`src/rtl/base64_pkg.sv`:
```
`default_nettype none
// ============================================================================
// Module      : base64_pkg
// Description : Shared types, constants and the sextet-to-ASCII mapping for
//               the Base64 stream encoder.
// Revision    : 1.0 - initial release
// ============================================================================
package base64_pkg;

  typedef enum logic [1:0] {
    COLLECT = 2'd0,
    EMIT    = 2'd1,
    NEWLINE = 2'd2
  } b64_state_t;

  localparam logic [7:0] PAD_CHAR = 8'h3D;
  localparam logic [7:0] NL_CHAR  = 8'h0A;

  // Map a 6-bit index onto its Base64 character; url_safe only changes 62/63.
  function automatic logic [7:0] b64_char(input logic [5:0] idx, input logic url_safe);
    logic [7:0] c;
    if (idx < 6'd26) begin
      c = 8'h41 + {2'b00, idx};
    end else if (idx < 6'd52) begin
      c = 8'h61 + {2'b00, idx - 6'd26};
    end else if (idx < 6'd62) begin
      c = 8'h30 + {2'b00, idx - 6'd52};
    end else if (idx == 6'd62) begin
      c = url_safe ? 8'h2D : 8'h2B;
    end else begin
      c = url_safe ? 8'h5F : 8'h2F;
    end
    return c;
  endfunction

endpackage
`default_nettype wire

```
`src/rtl/base64_sextet_to_ascii.sv`:
```
`default_nettype none
// ============================================================================
// Module      : base64_sextet_to_ascii
// Description : Combinational 6-bit index to ASCII Base64 character lookup.
// Revision    : 1.0 - initial release
// ============================================================================
module base64_sextet_to_ascii #(
  parameter bit URL_SAFE = 1'b0
) (
  input  logic [5:0] sextet,
  output logic [7:0] ascii
);
  import base64_pkg::*;

  // Pure table lookup, alphabet fixed at elaboration.
  assign ascii = b64_char(sextet, URL_SAFE);

endmodule
`default_nettype wire

```
`src/rtl/base64_stream_encoder.sv`:
```
`default_nettype none
// ============================================================================
// Module      : base64_stream_encoder
// Description : Byte stream in, Base64 ASCII characters out, with optional
//               URL-safe alphabet, '=' padding and fixed-length line wrap.
// Revision    : 1.0 - initial release
// ============================================================================
module base64_stream_encoder #(
  parameter bit URL_SAFE = 1'b0,
  parameter bit PAD_EN   = 1'b1,
  parameter int LINE_LEN = 0
) (
  input  logic       ctrl,
  input  logic       rst,
  input  logic       in_valid,
  output logic       in_ready,
  input  logic [7:0] in_data,
  input  logic       in_last,
  output logic       out_valid,
  input  logic       out_ready,
  output logic [7:0] out_char,
  output logic       out_last
);
  import base64_pkg::*;

  localparam int LCNT_W = (LINE_LEN > 0) ? $clog2(LINE_LEN + 1) : 1;

  b64_state_t        state, state_d;
  logic [23:0]       grp, grp_d;
  logic [1:0]        nb, nb_d;
  logic [1:0]        cidx, cidx_d;
  logic [LCNT_W-1:0] lcnt, lcnt_d;
  logic [LCNT_W-1:0] lcnt_inc;
  logic              last_grp, last_grp_d;
  logic [5:0]        sextet;
  logic [7:0]        data_char;
  logic [1:0]        final_idx;
  logic              is_final;
  logic              wrap_hit;

  // Pick the sextet addressed by the current character index.
  always_comb begin
    case (cidx)
      2'd0:    sextet = grp[23:18];
      2'd1:    sextet = grp[17:12];
      2'd2:    sextet = grp[11:6];
      default: sextet = grp[5:0];
    endcase
  end

  base64_sextet_to_ascii #(
    .URL_SAFE(URL_SAFE)
  ) u_lut (
    .sextet(sextet),
    .ascii (data_char)
  );

  // With padding every group is 4 characters; without it, nb+1 characters.
  assign final_idx = PAD_EN ? 2'd3 : nb;
  assign is_final  = (cidx == final_idx);
  assign lcnt_inc  = lcnt + 1'b1;

  // Wrap check only exists when wrapping is enabled; >= covers unpadded groups.
  generate
    if (LINE_LEN != 0) begin : g_wrap_on
      assign wrap_hit = ({{(32-LCNT_W){1'b0}}, lcnt_inc} >= 32'(LINE_LEN));
    end else begin : g_wrap_off
      assign wrap_hit = 1'b0;
    end
  endgenerate

  // Outputs decoded from state registers only (no input-to-output path).
  always_comb begin
    in_ready  = 1'b0;
    out_valid = 1'b0;
    out_char  = 8'h00;
    out_last  = 1'b0;
    case (state)
      COLLECT: in_ready = 1'b1;
      EMIT: begin
        out_valid = 1'b1;
        out_char  = (cidx > nb) ? PAD_CHAR : data_char;
        out_last  = last_grp & is_final;
      end
      NEWLINE: begin
        out_valid = 1'b1;
        out_char  = NL_CHAR;
      end
      default: ;
    endcase
  end

  // Next-state logic for the FSM, group register and counters.
  always_comb begin
    state_d    = state;
    grp_d      = grp;
    nb_d       = nb;
    cidx_d     = cidx;
    lcnt_d     = lcnt;
    last_grp_d = last_grp;
    case (state)
      COLLECT: begin
        if (in_valid && in_ready) begin
          case (nb)
            2'd0:    grp_d[23:16] = in_data;
            2'd1:    grp_d[15:8]  = in_data;
            default: grp_d[7:0]   = in_data;
          endcase
          nb_d = nb + 2'd1;
          if (nb == 2'd2 || in_last) begin
            state_d    = EMIT;
            cidx_d     = 2'd0;
            last_grp_d = in_last;
          end
        end
      end
      EMIT: begin
        if (out_valid && out_ready) begin
          cidx_d = cidx + 2'd1;
          lcnt_d = lcnt_inc;
          if (is_final) begin
            cidx_d = 2'd0;
            if (last_grp) begin
              lcnt_d     = '0;
              last_grp_d = 1'b0;
              nb_d       = 2'd0;
              grp_d      = '0;
              state_d    = COLLECT;
            end else if (wrap_hit) begin
              state_d = NEWLINE;
            end else begin
              nb_d    = 2'd0;
              grp_d   = '0;
              state_d = COLLECT;
            end
          end
        end
      end
      NEWLINE: begin
        if (out_valid && out_ready) begin
          lcnt_d  = '0;
          nb_d    = 2'd0;
          grp_d   = '0;
          state_d = COLLECT;
        end
      end
      default: state_d = COLLECT;
    endcase
  end

  // State register; reset discards any partial group.
  always_ff @(posedge ctrl or negedge rst) begin
    if (!rst) begin
      state    <= COLLECT;
      grp      <= '0;
      nb       <= 2'd0;
      cidx     <= 2'd0;
      lcnt     <= '0;
      last_grp <= 1'b0;
    end else begin
      state    <= state_d;
      grp      <= grp_d;
      nb       <= nb_d;
      cidx     <= cidx_d;
      lcnt     <= lcnt_d;
      last_grp <= last_grp_d;
    end
  end

endmodule
`default_nettype wire

```
`config.mk`:
```
export PLATFORM = sky130hd
export DESIGN_NAME = base64_stream_encoder
export DESIGN_NICKNAME = d
export VERILOG_FILES = /design/src/rtl/base64_pkg.sv /design/src/rtl/base64_sextet_to_ascii.sv /design/src/rtl/base64_stream_encoder.sv
export SDC_FILE = /design/constraint.sdc
export NUM_CORES = 1
export LEC_CHECK = 0
export BUFFER_PORTS_ARGS = -buffer_cell sky130_fd_sc_hd__buf_2
export CORE_UTILIZATION = 35
export CTS_BUF_LIST = sky130_fd_sc_hd__clkbuf_8
export DETAILED_ROUTE_END_ITERATION = 12
export PLACE_DENSITY = 0.63
export RECOVER_POWER = 100
export SYNTH_ARGS = -nofsm -noshare
export SYNTH_HDL_FRONTEND = slang
export SYNTH_SLANG_ARGS = --single-unit
```
`constraint.sdc`:
```
create_clock -name ctrl -period 7.67 [get_ports ctrl]
set_clock_uncertainty 0.2 [all_clocks]
set_input_delay 0.767 -clock ctrl [delete_from_list [all_inputs] [get_ports ctrl]]
set_output_delay 0.767 -clock ctrl [all_outputs]
set_load 0.05 [all_outputs]
```
* Yosys cells after proc, flatten, opt, wreduce, memory -nomap -nowiden
Cells that the tools add are included.
** Storage, ports and cells
- Bits in registers :: 31
- Latch bits :: 0
- Memory bits (writable) :: 0
- Bits in read-only memories :: 0
- Bits of input ports :: 13
- Output and inout bits :: 11
- Word-level logic and storage cells :: 88
- Memories kept :: 0
** Cells by class
- Add/sub/neg operators :: 7
- Multipliers :: 0
- Div/mod/pow operators :: 0
- $lt $le $gt $ge :: 4
- Eq/ne operators :: 16
- Shifts and indexed selects :: 0
- Multiplexer cells :: 36
- Bitwise gates (word level) :: 1
- Reduce and logical (&&, ||, !) cells :: 17
** Operators by type and width (count)
- $mux 24 :: 4
- $pmux 24 s3 :: 1
- $mux 8 :: 7
- $mux 2 :: 10
- $pmux 6 s3 :: 1
- $reduce_and 6->1 :: 3
- $add 7x6->8 const A :: 2
- $pmux 8 s2 :: 1
- $reduce_and 5->1 :: 3
- $lt 6x6->1 const B :: 2
- $ne 2x2->1 const B :: 6
- $pmux 2 s3 :: 2
- $eq 2x2->1 const B :: 4
- $add 6x6->7 const A :: 1
- $mux 1 :: 7
- $eq 2x1->1 const B :: 3
- $eq 6x6->1 const B :: 1
- $logic_not 2->1 :: 3
- $lt 6x5->1 const B :: 1
- $sub 6x5->6 const B :: 1
- $sub 6x6->6 const B :: 1
- $add 2x1->2 const B :: 2
- $ne 2x1->1 const B :: 2
- $pmux 2 s2 :: 1
- 10 further kinds :: 12

* Longest topological paths before layout
Gate-level depths: netlist of the first run.
- Depth after elaboration :: 9
- Gate-level depth with buffers :: 13
- Mapped depth without buffers :: 12

* Modules after synthesis
Synthesis of the first run repeated with hierarchy kept, for this count alone.
** Unflattened totals
- Cells, all modules :: 211
- Area, all modules :: 2175.8 µm²
** By module, submodules not included
- base64_stream_encoder :: times used 1, cells an instance 137, area an instance 1665.3 µm², sequential area each 750.7 µm²
- base64_sextet_to_ascii :: times used 1, cells an instance 74, area an instance 510.5 µm², sequential area each 0.0 µm²

* Worst setup path before layout of the first run
No wires, ideal clock.
- Kind :: register to output
- From :: reg cidx[0]
- To :: out out_char[7]
- Data arrival time :: 3.686 ns
- Data required time :: 6.703 ns
- Slack :: 3.017 ns
- Cell stages (with the launch flop) :: 10
- Path buffers :: 1
- Path through :: dfrtp_1 ha_1 inv_1 mux2i_1 clkbuf_1 ha_1 a22o_1 a21oi_4 nor2_1 nor4bb_1
** On the way
- Cells in the longest elaborated chain, start to end :: 8
- Elaborated cells on any way between the ends :: 14
- Those cells by class :: 3 x add/sub; 3 x order compare; 2 x eq/ne; 5 x mux; 1 x reduce/logical
** RTL lines
- from (decl) :: line base64_stream_encoder.sv:31 : logic [1:0] cidx, cidx_d;
- from (signal assigned) :: line base64_stream_encoder.sv:164 : cidx <= cidx_d;
- $eq 2x2->1, or another cell as far along :: line base64_stream_encoder.sv:43 : case (cidx)
- $pmux 6 s3 :: line base64_stream_encoder.sv:43
- $sub 6x5->6 :: line base64_pkg.sv:25 : c = 8'h61 + {2'b00, idx - 6'd26};
- $add 7x6->8 :: line base64_pkg.sv:25
- $mux 8 :: line base64_pkg.sv:24 : end else if (idx < 6'd52) begin
- $mux 8 :: line base64_pkg.sv:22 : if (idx < 6'd26) begin
- $mux 8 (*) :: line base64_stream_encoder.sv:82 : out_char = (cidx > nb) ? PAD_CHAR : data_char;
- $pmux 8 s2 (*) :: line base64_stream_encoder.sv:78 : case (state)
- to (decl) :: line base64_stream_encoder.sv:21 : output logic [7:0] out_char,
Mark *: on every way between the ends. The rest lies on a longest branch, timed or not.

* Final worst setup path of the first run
- From :: reg cidx[0]
- To :: out out_char[3]
** On the way
- Cells in the longest elaborated chain, start to end :: 9
- Elaborated cells on any way between the ends :: 18
- Those cells by class :: 5 x add/sub; 4 x order compare; 2 x eq/ne; 6 x mux; 1 x reduce/logical
** RTL lines
- $eq 2x2->1, or another cell as far along :: line base64_stream_encoder.sv:43
- $pmux 6 s3 :: line base64_stream_encoder.sv:43
- $sub 6x6->6 :: line base64_pkg.sv:27 : c = 8'h30 + {2'b00, idx - 6'd52};
- $add 6x6->7 :: line base64_pkg.sv:27
- $mux 8 :: line base64_pkg.sv:26 : end else if (idx < 6'd62) begin
- $mux 8 :: line base64_pkg.sv:24
- $mux 8 :: line base64_pkg.sv:22
- $mux 8 (*) :: line base64_stream_encoder.sv:82
- $pmux 8 s2 (*) :: line base64_stream_encoder.sv:78
Marked as above.

==> impl_metrics.tcl, run 1 <==
set metrics [dict create \
    timing.final.crit_share_pct 71.6 \
    yosysUniqueCellTypes 55 \
    tns_ns 0 \
    cts_max_level 2 \
    start_kind "flip-flop" \
    ys_async_sr_fraction_pct 100 \
    critPathKind "reg -> out" \
    hold_path_end "last_grp" \
    grt_setup_unrepaired "false" \
    synth_area_leaders "dfrtp_1 34%, mux2_2 12%, ha_1 9.2%, nor2b_1 3.4%, nand2_1 3.3%" \
    syn2layout_area_growth_pct 11.7 \
    reg2reg_slack_ns 4.77 \
    path_clk_slew_ns 0.06 \
    vias 1800 \
    slew_viol_final 31 \
    die_width_um 81.1 \
    synthCells 223 \
    final_cells 323 \
    reg2reg_from "state[0]" \
    cts_tree "done" \
    hp-class "reg -> reg" \
    worst_pin_slew_ns 1.62 \
    place_congestion 0.811 \
    critical_path_buf_inv_count 3 \
    insertion_delay_ns 0.28 \
    synthMostInstantiatedCell "dfrtp_1" \
    grt_start_max_net_pins 31 \
    crit_start "cidx[0]" \
    hpwl_mm 3.62 \
    end_kind "output port" \
    ant_nets 0 \
    syn_nets 252 \
    setup_viol 0 \
    syn_area_um2 2190 \
    yosysWarnings 0 \
    io_pins 24 \
    ys_ff_latch 30 \
    rr_worst_depth 3 \
    dp.cells 315 \
    overflow 0 \
    synth_seq_area_share_pct 34.3 \
    synth_largest_area_cell "dfrtp_1" \
    synthTopCellsByCount "30 x dfrtp_1, 24 x mux2_2, 19 x nand2_1" \
    fin_ws_ns 2.18 \
    r2r_end "grp[7]" \
    synth.top_cell.area_share_pct 34.3 \
    antenna_cells 0 \
    grt_pass1_wl_mm 8.33 \
    cap_violations 1 \
    cts_buffers 5 \
    fin_crit_ns 5.49 \
    postCtsSetupBuffers 0 \
    ctsHoldBuffers 0 \
    viasPerCell 5.57 \
    coreArea_um2 5990 \
    cts.repair.resized 0 \
    final_nets 276 \
    die_height_um 81.1 \
    cp_slowest_cell "mux2i_1" \
    clock.fmax_mhz 182 \
    grt_use_total_pct 16.8 \
    drive_gt1_share_pct 21.8 \
    min_from "last_grp" \
    first_global_vias 1684 \
    critical_path.cell_chain "ha_1 -> inv_1 -> mux2i_1 -> inv_1 -> ha_1 -> a21oi_1 -> and3_1 -> nand4_1 -> a41oi_1 -> o31a_1 -> clkbuf_1" \
    cts_max_path_buffers 2 \
    violations "max-capacitance violations, max-slew violations" \
    cts_sinks 30 \
    wl_per_cell_um 15.5 \
    drt-initial-drc-count 122 \
    crit_required_ns 6.70 \
    portBuffers 23 \
    num_rows 28 \
    whs_path_depth 2 \
    status "finished with violations" \
    fin_util_pct 40.8 \
    root_buffer "clkbuf_8" \
    arrival_ns 4.52 \
    synth.avg_cell_area_um2 9.81 \
    hold_violations 0 \
    critPathMaxFanout 13 \
    slowest_delay_ns 0.88 \
    crit_family "buffers and inverters" \
    ys.flop_type "dfrtp_1" \
    die_area_um2 6570 \
    antenna_found_initial 0 \
    synth_edf_count 0 \
    routed_wl_mm 5.02 \
    detailedPlace.worstSlack_ns 2.88 \
    first_pass_iters 5 \
    start_util_pct 36.5 \
    drc_errors 0 \
    slew_headroom_pct -8.23 \
]
-- placed cells by master (no fill, tap or decap), drive strengths merged, types with 3 or more instances in the layout --
master | netlist | routed
dfrtp | 30 | 30
mux2 | 25 | 25
nand2 | 20 | 20
clkbuf | 4 | 17
ha | 16 | 16
inv | 14 | 15
a21oi | 13 | 13
nor2b | 12 | 12
buf | 2 | 12
o21ai | 8 | 8
nand3 | 7 | 7
nor2 | 7 | 7
nor3 | 7 | 7
a222oi | 4 | 4
mux2i | 4 | 4
xnor2 | 4 | 4
a21boi | 4 | 4
a22oi | 3 | 3
nand4 | 3 | 3
nor4 | 3 | 3
-- sequential cells by signal, indices dropped and copies added, names as in the netlist --
| register | flops |
|---|---|
| cidx | 2 |
| last_grp | 1 |
| nb | 2 |
| grp | 24 |
| state | 1 |
-- worst reg2reg max path, delay by kind of cell (launching register included) --
kind             cells  cell delay [ns]
AO/OA/AOI/OAI        1             1.05
flip-flops           1             0.88
multiplexers         1             0.43
AND/OR/NAND/NOR      1             0.21
-- per-layer routing --
metal | routed length [µm] | vias up | global-route usage (%)
met2 | 2230 | 41 | 26.1
li1 | - | 878 | -
met4 | 74 | 0 | 5.89
met5 | 0 | - | 0
met3 | 217 | 7 | 2.47
met1 | 2500 | 874 | 23.5
-- cells by family (layout without fill, tap and decap cells) --
| family | after synthesis | count (layout) | share of synthesized area [%] |
|---|---|---|---|
| DFF | 30 | 30 | 34.3 |
| muxes | 29 | 29 | 14.9 |
| AOI/OAI and AO/OA | 56 | 56 | 19.4 |
| and+or+nand+nor | 66 | 66 | 16.0 |
| xor gates and xnor gates | 4 | 4 | 1.60 |
| buffers and inverters | 21 | 46 | 4.12 |
| adders and majority gates | 17 | 17 | 9.67 |
-- layout make-up --
type,instances,area (µm²)
fill,586,3550
clock inverter,2,8.76
timing repair buffer,23,101
clock buffer,6,82.6
sequential,30,751
tap,75,93.8
multi-input combinational,172,1350
inverter,15,58.8
-- per-stage QoR --
stage | area (µm²) | hold slack (ns)
after global routing | 2440 | 0.326
after global placement | 2360 | 0.286
final | 2440 | 0.305
after CTS | 2460 | 0.311
after floorplan | 2190 | 0.262
after detailed placement | 2360 | 0.293
-- how the worst max path moves through the flow --
stage,slack [ns],cells after the start,endpoint
2_1_floorplan,3.02,9,out_char[7]
3_3_place_gp,3.04,11,out_char[3]
3_5_place_dp,2.88,11,out_char[2]
4_1_cts,2.57,11,out_char[2]
5_1_grt,1.89,11,out_char[3]
6_report,2.18,11,out_char[3]
Power of run 1 is left out: the tool's default activity adds up to more than one toggle a clock period on the data nets, which glitch-free logic cannot reach.
==> inputs of run 2 (changes only) <==
Settings changed: PLACE_DENSITY 0.63 to 0.65.
Clock period 7.67 ns to 4.55 ns, I/O delays scaled along.
==> run 2 against run 1 <==
Against the previous run: the flow still finishes with violations (max-capacitance violations, max-slew violations); largest cell class unchanged; clock-buffer cell count did not move; critical endpoint is now out_char[4]; setup slack got worse by 1.9 ns; final area rose by 1.3%; critical path type unchanged; critical path depth rose by 2; sequential share of layout area fell by 0.40 points; sequential cell count did not move.
==> impl_metrics.tcl, run 2 (synthesis results as in run 1) <==
set metrics [dict create \
    final_nets 280 \
    critPathKind "reg -> out" \
    regMostFlops "grp" \
    hp-class "in -> reg" \
    cts_buffers 5 \
    wl_met3_um 175 \
    hold_ws_ns 0.200 \
    timing.final.crit_share_pct 94.5 \
    start_util_pct 36.5 \
    slew_viol_final 31 \
    final_cell_area_um2 2470 \
    overflow 0 \
    postCtsSetupBuffers 0 \
    layout_common_cells "30 x dfrtp_1, 23 x mux2_2, 19 x nand2_1" \
    cts_tree "done" \
    top_layer_used "met4" \
    critical_path.cell_chain "inv_1 -> ha_1 -> a222oi_1 -> mux2_4 -> inv_2 -> ha_1 -> nand2b_1 -> inv_1 -> nand2_2 -> maj3_2 -> a2111o_1 -> o211ai_1 -> clkbuf_2" \
    antenna_cells 0 \
    clock.fmax_mhz 233 \
    portBuffers 23 \
    io_pins 24 \
    largestRegisters "grp: 24 flops, cidx: 2 flops, nb: 2 flops" \
    status "finished with violations" \
    syn2layout_area_growth_pct 13.2 \
    path_clk_slew_ns 0.06 \
    routed_wl_mm 5.10 \
    cts_max_level 2 \
    mostFrequentLayoutCell "dfrtp_1" \
    setup_viol 0 \
    violations "max-capacitance violations, max-slew violations" \
    reg2reg_from "state[0]" \
    placed_area_um2 2390 \
    wl_per_cell_um 15.7 \
    coreArea_um2 5990 \
    die_width_um 81.1 \
    worst_pin_slew_ns 1.58 \
    detailedPlace.worstSlack_ns 0.470 \
    tns_ns 0 \
    grt_setup_unrepaired "false" \
    slowest_delay_ns 0.42 \
    arrival_ns 3.64 \
    antenna_found_initial 0 \
    num_rows 28 \
    fin_ws_ns 0.251 \
    end_kind "output port" \
    largest_reg_flops 24 \
    insertion_delay_ns 0.27 \
    grt_pass1_wl_mm 8.51 \
    cts_max_path_buffers 2 \
    crit_start "cidx[0]" \
    grt_start_max_net_pins 31 \
    first_pass_iters 5 \
    first_global_vias 1754 \
    hold_violations 0 \
    fin_crit_ns 4.30 \
    wl_met2_mm 2.37 \
    hpwl_mm 3.90 \
    die_height_um 81.1 \
    root_buffer "clkbuf_8" \
    critPathMaxFanout 11 \
    ant_nets 0 \
    die_area_um2 6570 \
    grt_use_total_pct 17.3 \
    start_kind "flip-flop" \
    r2r_end "grp[7]" \
    cap_violations 1 \
    drc_errors 0 \
    vias 1814 \
    drive_gt1_share_pct 24.4 \
    wl_met1_mm 2.45 \
    cts_sinks 30 \
    cp_slowest_cell "dfrtp_1" \
    crit_required_ns 3.89 \
    cp-endpoint "out_char[4]" \
    place_congestion 0.879 \
    viasPerCell 5.58 \
    rr_worst_depth 4 \
    slew_headroom_pct -5.12 \
    drt-initial-drc-count 58 \
    reg2reg_slack_ns 1.37 \
]
## run 2: through the flow
| stage | std cells | utilization (%) |
|---|---|---|
| final | 325 | 41.3 |
| after global routing | 325 | 41.3 |
| after CTS | 325 | 41.4 |
| after detailed placement | 319 | 40.0 |
| after global placement | 319 | 40.0 |
| after floorplan | 223 | - |
## run 2: final cells by class
cell class                 count  area (µm²)
clock buffer                   6        82.6
fill                         603        3520
inverter                      15        58.8
multi-input combinational    172        1360
sequential                    30         751
tap                           75        93.8
timing repair buffer          27         133
## run 2: worst min-delay path by stage
stage	end	cells after the start	startpoint	slack (ns)
global route	last_grp	3	in_last	0.21
global placement	last_grp	2	last_grp	0.29
detailed placement	last_grp	2	last_grp	0.30
finish	last_grp	3	in_last	0.20
CTS	grp[3]	1	rst	0.03
floorplan	cidx[0]	0	rst	-0.04
## run 2: timing repair
action / CTS / global route
resized for setup: 0 / 2
hold buffers: 0 / 0
endpoints found under the setup margin: 0 / 2
## run 2: metal layers
layer	vias to the layer above	GRT usage [%]
li1	886	-
met1	866	22.3
met2	47	28.2
met3	15	3.37
met4	0	6.96
met5	-	0
## run 2: worst max-delay path: cells and delay by family (launching register included)
kind / cells / cell delay, ns
compound gates: 3 / 0.89
buf+inv: 4 / 0.65
flops: 1 / 0.42
fa+ha+maj: 3 / 0.90
mux: 1 / 0.28
simple gates: 2 / 0.23
Power of run 2 is left out for the same reason.
